File: src/rtl/mac_accum_reduce.sv
// mac_accum_reduce: sums cmd_len lane results into one AW-bit result,
// with selectable signedness and saturate-or-wrap on the final sum.
module mac_accum_reduce #(
   parameter int AW = 32,
   parameter int CW = 8,
   parameter int SW = 40
) (
   input  logic          clk,
   input  logic          rst,
   input  logic          cmd_valid,
   output logic          cmd_ready,
   input  logic [CW-1:0] cmd_len,
   input  logic          cmd_signed,
   input  logic          cmd_sat,
   input  logic          in_valid,
   output logic          in_ready,
   input  logic [AW-1:0] in_y,
   output logic          out_valid,
   input  logic          out_ready,
   output logic [AW-1:0] out_sum,
   output logic          out_ovf
);

   typedef enum logic [1:0] {
      S_IDLE  = 2'd0,
      S_ACCUM = 2'd1,
      S_EMIT  = 2'd2
   } state_t;

   state_t        r_state;
   state_t        w_next;
   logic [SW-1:0] r_acc;
   logic [CW-1:0] r_cnt;
   logic          r_signed;
   logic          r_sat;
   logic [AW-1:0] r_sum;
   logic          r_ovf;

   logic [SW-1:0] w_ext;
   logic [SW-1:0] w_acc_nxt;
   logic          w_last;
   logic          w_ovf;
   logic [AW-1:0] w_res;
   logic [AW-1:0] w_smax;
   logic [AW-1:0] w_smin;
   logic [SW-AW:0] w_top;

   assign w_smax = {1'b0, {(AW-1){1'b1}}};
   assign w_smin = {1'b1, {(AW-1){1'b0}}};

   // Widen the incoming element to accumulator width per selected signedness
   always_comb begin
      w_ext = {{(SW-AW){1'b0}}, in_y};
      if (r_signed)
         w_ext = {{(SW-AW){in_y[AW-1]}}, in_y};
   end

   assign w_acc_nxt = r_acc + w_ext;
   assign w_last    = in_valid && (r_cnt == CW'(1));
   assign w_top     = w_acc_nxt[SW-1:AW-1];

   // Range check and saturate/wrap on the post-beat accumulator value
   always_comb begin
      w_ovf = 1'b0;
      w_res = w_acc_nxt[AW-1:0];
      if (r_signed)
         w_ovf = !((&w_top) || !(|w_top));
      else
         w_ovf = |w_acc_nxt[SW-1:AW];
      if (r_sat && w_ovf) begin
         if (!r_signed)
            w_res = '1;
         else if (w_acc_nxt[SW-1])
            w_res = w_smin;
         else
            w_res = w_smax;
      end
   end

   // State register
   always_ff @(posedge clk or posedge rst) begin
      if (rst)
         r_state <= S_IDLE;
      else
         r_state <= w_next;
   end

   // Next-state decode
   always_comb begin
      w_next = r_state;
      case (r_state)
         S_IDLE: begin
            if (cmd_valid)
               w_next = (cmd_len == '0) ? S_EMIT : S_ACCUM;
         end
         S_ACCUM: begin
            if (w_last)
               w_next = S_EMIT;
         end
         S_EMIT: begin
            if (out_ready)
               w_next = S_IDLE;
         end
         default: w_next = S_IDLE;
      endcase
   end

   // Accumulator, element count, command fields and result registers
   always_ff @(posedge clk or posedge rst) begin
      if (rst) begin
         r_acc    <= '0;
         r_cnt    <= '0;
         r_signed <= 1'b0;
         r_sat    <= 1'b0;
         r_sum    <= '0;
         r_ovf    <= 1'b0;
      end else begin
         case (r_state)
            S_IDLE: begin
               if (cmd_valid) begin
                  r_acc    <= '0;
                  r_cnt    <= cmd_len;
                  r_signed <= cmd_signed;
                  r_sat    <= cmd_sat;
                  r_sum    <= '0;
                  r_ovf    <= 1'b0;
               end
            end
            S_ACCUM: begin
               if (in_valid) begin
                  r_acc <= w_acc_nxt;
                  r_cnt <= r_cnt - CW'(1);
                  if (w_last) begin
                     r_sum <= w_res;
                     r_ovf <= w_ovf;
                  end
               end
            end
            default: ;
         endcase
      end
   end

   assign cmd_ready = (r_state == S_IDLE);
   assign in_ready  = (r_state == S_ACCUM);
   assign out_valid = (r_state == S_EMIT);
   assign out_sum   = r_sum;
   assign out_ovf   = r_ovf;

endmodule

File: config.mk
export PLATFORM = sky130hd
export DESIGN_NAME = mac_accum_reduce
export DESIGN_NICKNAME = d
export VERILOG_FILES = /design/src/rtl/mac_accum_reduce.sv
export SDC_FILE = /design/constraint.sdc
export NUM_CORES = 1
export LEC_CHECK = 0
export BUFFER_PORTS_ARGS = -buffer_cell sky130_fd_sc_hd__buf_2
export CORE_MARGIN = 3
export CORE_UTILIZATION = 50
export CTS_CLUSTER_SIZE = 16
export DETAILED_ROUTE_END_ITERATION = 8
export PLACE_DENSITY = 0.8
export SYNTH_ARGS = -nofsm -noshare
export SYNTH_HDL_FRONTEND = slang
export SYNTH_SLANG_ARGS = --single-unit
export TNS_END_PERCENT = 5
File: constraint.sdc
create_clock -name clk -period 4.4 [get_ports clk]
set_input_delay 0.44 -clock clk [delete_from_list [all_inputs] [get_ports clk]]
set_output_delay 0.44 -clock clk [all_outputs]
set_load 0.01 [all_outputs]
==> results list <==
- Cell-by-cell listing of the critical path: ha_1 -> fa_1 -> a21o_1 -> a221o_1 -> a311oi_1 -> nand4b_1 -> nor4b_2 -> nor3_1 -> nor3_1 -> a41oi_1 -> o41a_1 -> buf_12 -> o311ai_1
- The worst path needs 4.01 ns of the cycle, external delays included.
* Die height: 116 µm
* Total overflow reported by the global router: 0
- Number of top-level pins: 83
- The clock tree synthesis step divided the H-tree into 3 levels.
- Worst IR drop on VDD: 0.345 mV
- Hold violation count in the final report: 0
- Sequential cells account for 23.4% of the total power.
* Share of synthesized flip-flops with an asynchronous set or reset: 100%
* Pin count of the biggest net entering global routing: 49
* Wire length of the first global-routing pass: 29,000 µm
* Starting density of the core: 52.0%
- Number of rows created at floorplan: 39
- The highest metal layer carrying signal wires in the routed design is met4.
- Sw power: 2.80 mW
- Number of DRC violations after detailed routing: 0
* All-Layer GR Usage: 27.4%
- Adder-cell share of the synthesized area: 8.83%
* Via Count: 5,981
* Vias per inst: 6.46
* Reg clk slew, reported paths: 0.06 ns
* Share of the synthesized area in compound gates (AO/OA/AOI/OAI): 27.3%
- Clock tree from TritonCTS: built
* Maximum capacitance violations: 0
* Part of the total power dissipated in the clock network: 14.6%
- Skew-Pair Late Insertion Delay: 0.35 ns
- The mapped netlist covers 0.00603 mm².
- Die outline width: 116 µm
* Setup Skew: 0.00711 ns
- Worst Path Class, Setup: reg -> reg
* Switching fraction of total power: 48.3%
* Buffer levels on the longest clock path: 2
- Global placement routability congestion: 1.02
* Design internal power: 2.99 mW
- Among all flip-flop cells after synthesis, the most frequent one is dfrtp_1.
* Unrepaired setup endpoints after global routing: no
* Mean cell area of the mapped netlist: 8.49 µm²
* Largest fanout on the critical path: 31
- Portion of total power attributed to combinational logic: 62.0%
- Summed over all nets, wire length on met2 after detailed routing comes to 8480 µm.
- In this run, synthesis produced a sequential element count of 85.
- After synthesis, the largest family of logic cells by area is compound AO/OA/AOI/OAI gates.
- Xor and xnor fraction of the mapped netlist area: 4.79%
- Status: complete, no violations
- Synth unique cells: 67
- Filler cell count: 1,041
* Actual slew at the worst max-slew pin: 1.00 ns
* Kind of end point of the critical path: flop
- The worst setup path is launched from a flop.
- The first detailed-routing pass ran for 7 iterations.
- Number of antenna violations at the first check in global routing: 0
- For this run, the number of Yosys warnings is 0.
* Number of slew-limit violations in the final report: 0
- Nets: 868
- The floorplan step defined a die boundary enclosing 0.0134 mm².
* Post-route ant nets: 0
* Number of sinks on the clock net: 85
- In this run, post-CTS repair resized a total of 0 instances.
- The worst hold path belongs to the class in -> async.
- Most frequent cell on the critical path: nor3_1
- Post-Synthesis Net Count: 800
- Once detailed placement completed, the half-perimeter wirelength came to 13,600 µm.
- Setup violations remaining at the end of the flow were counted as 0.
- The floorplan step defined a core boundary enclosing 0.0116 mm².
- Growth of design area from synthesis to finish: 14.8%
- Post-CTS timing repair inserted 0 buffers for setup.
* Data arrival, critical path: 4.25 ns
- In the post-route analysis, the smallest setup slack over all paths is 0.387 ns.
- Slowest cell on crit path: a311oi_1
- Counting flops with a built-in enable in the synthesized netlist gives 0.
- Proportion of synthesized area in mux cells: 0.560%
* Clock root buffer: clkbuf_16
- Post-synthesis instance total: 711
- Static timing analysis puts the maximum clock frequency at 249 MHz.
- Delay of the slowest critical-path stage: 0.43 ns
- Hold buffer count at cts: 0
* Post-placement setup slack: 0.368 ns
* Buf+Inv Stages, Crit Path: 1
- Via count of the first global-routing pass: 5,734
- Final routed wirelength across all metal layers: 18,100 µm
- Fraction of the core area covered by cells at the end of the flow: 59.6%
* Violation count after the first detailed-routing iteration: 638
- Static leakage power: 3.19 nW
- Measured against its own limit, the worst slew margin works out to 33.0%.
- Post-Synth Simple-Gate Area: 19.7%
* PD cells: 836 mW/mm²
* Ant. Diodes: 0
- Routed wire length per instance: 19.6 µm
* Part of the Yosys area used for sequential elements: 35.3%
* Routed length on met3: 1360 µm
- WL met1: 7770 µm
* Number of clock buffers inserted by TritonCTS: 9
- Family with the most delay on the worst path: compound AO/OA/AOI/OAI gates
- In this run the tool buffered the top-level ports with 82 buffer cells.
* Internal reg-to-reg setup slack: 0.39 ns
- For the final routed database, the setup TNS stands at 0 ns.
- Worst endpoint required time: 4.64 ns
* Portion of the clock cycle consumed by the worst path in the final layout: 91.2%
- In the final layout, the share of cells above drive strength 1 is 16.7%.
-- registers in the layout, summed over array words and instances (netlist names) --
name,cells
r_state,2
out_ovf,1
r_acc,40
r_sat,1
r_signed,1
out_sum,32
r_cnt,8
-- power by group through the flow --
| stage | combinational (mW) | sequential [mW] | clock (mW) |
|---|---|---|---|
| finish | 3.59 | 1.35 | 0.844 |
| global route | 3.92 | 1.39 | 0.873 |
| CTS | 3.53 | 1.35 | 0.851 |
| detailed placement | 3.49 | 1.36 | 0 |
| global placement | 3.41 | 1.34 | 0 |
| floorplan | 2.46 | 1.37 | 0 |
-- synth_stat cells, drive strengths merged, types with 3 or more instances --
library cell,instances,area [µm²]
nand2,123,462
dfrtp,85,2130
a21oi,60,304
o21ai,55,275
nor2,51,191
ha,41,513
clkbuf,30,113
xnor2,23,201
a22o,19,166
o211ai,18,135
o311ai,18,210
inv,16,60.1
nand4,15,93.8
nor3,13,65.1
nand3,11,55.1
o21bai,11,82.6
xor2,10,87.6
nor4,9,56.3
a21o,7,52.6
buf,7,38.8
nand2b,7,43.8
and3,6,37.5
nor2b,6,37.5
a211oi,5,42.5
and2,5,31.3
a22oi,4,30.0
a31oi,4,25.0
a31o,3,26.3
mux2,3,33.8
o31ai,3,22.5
o41ai,3,26.3
or2,3,18.8
-- cells by family (layout without fill, tap and decap cells) --
logic type / Yosys count / after routing
simple gates: 260 / 260
flops: 85 / 85
xor+xnor: 33 / 33
buf+inv: 53 / 125
compound gates: 235 / 235
fa+ha+maj: 42 / 42
mux: 3 / 3
-- path summary, 6_finish.rpt --
path / startpoint / endpoint / depth (start not counted)
hold reg to reg: r_acc[0]$_DFFE_PP0P_ / r_acc[0]$_DFFE_PP0P_ / 2
hold / removal: rst / out_sum[27]$_DFFE_PP0P_ / 2
setup reg to reg: r_acc[0]$_DFFE_PP0P_ / out_sum[3]$_DFFE_PP0P_ / 13
min in group clk: cmd_sat / r_sat$_DFFE_PP0P_ / 2
max in group asynchronous: rst / r_state[0]$_DFFE_PP0P_ / 3
setup / recovery: r_acc[0]$_DFFE_PP0P_ / out_sum[3]$_DFFE_PP0P_ / 13
-- layer usage --
metal	GRT usage [%]	up-vias
met5	0	-
met4	9.74	0
met3	5.07	51
met2	44.6	306
met1	36.6	2857
li1	-	2767
-- cells in the final DEF, fill, tap and decap left out, drive strengths merged, types with 4 or more instances in the layout --
| cell | count |
|---|---|
| and2 | 5 |
| clkbuf | 12 |
| o311ai | 18 |
| a21oi | 60 |
| nor2b | 6 |
| a21o | 7 |
| buf | 94 |
| nand2 | 123 |
| ha | 41 |
| inv | 15 |
| a211oi | 5 |
| a22oi | 4 |
| and3 | 6 |
| o211ai | 18 |
| o21ai | 55 |
| nand4 | 15 |
| xor2 | 10 |
| nor3 | 13 |
| a22o | 19 |
| o21bai | 11 |
| nor4 | 9 |
| a31oi | 4 |
| xnor2 | 23 |
| dfrtp | 85 |
| nand3 | 11 |
| nand2b | 7 |
| nor2 | 51 |
-- cell type report --
cell class,count,area [µm²],share of cell area (%)
clock buffers,12,256,3.70
repair buffers,94,526,7.59
flip-flops and latches,85,2130,30.7
multi-input cells,573,3710,53.5
well taps,143,179,2.58
clock inverters,3,68.8,0.994
inverters,16,61.3,0.885
-- per-stage QoR --
step	cells	instance area [µm²]	total power [mW]	hold slack [ns]
after floorplan	711	6030	3.83	0.443
after global placement	911	6600	4.75	0.460
after detailed placement	911	6600	4.85	0.466
after CTS	926	6920	5.72	0.267
after global routing	926	6920	6.19	0.303
final	926	6920	5.79	0.239
Note: power is estimated with default switching activity, not from simulation.
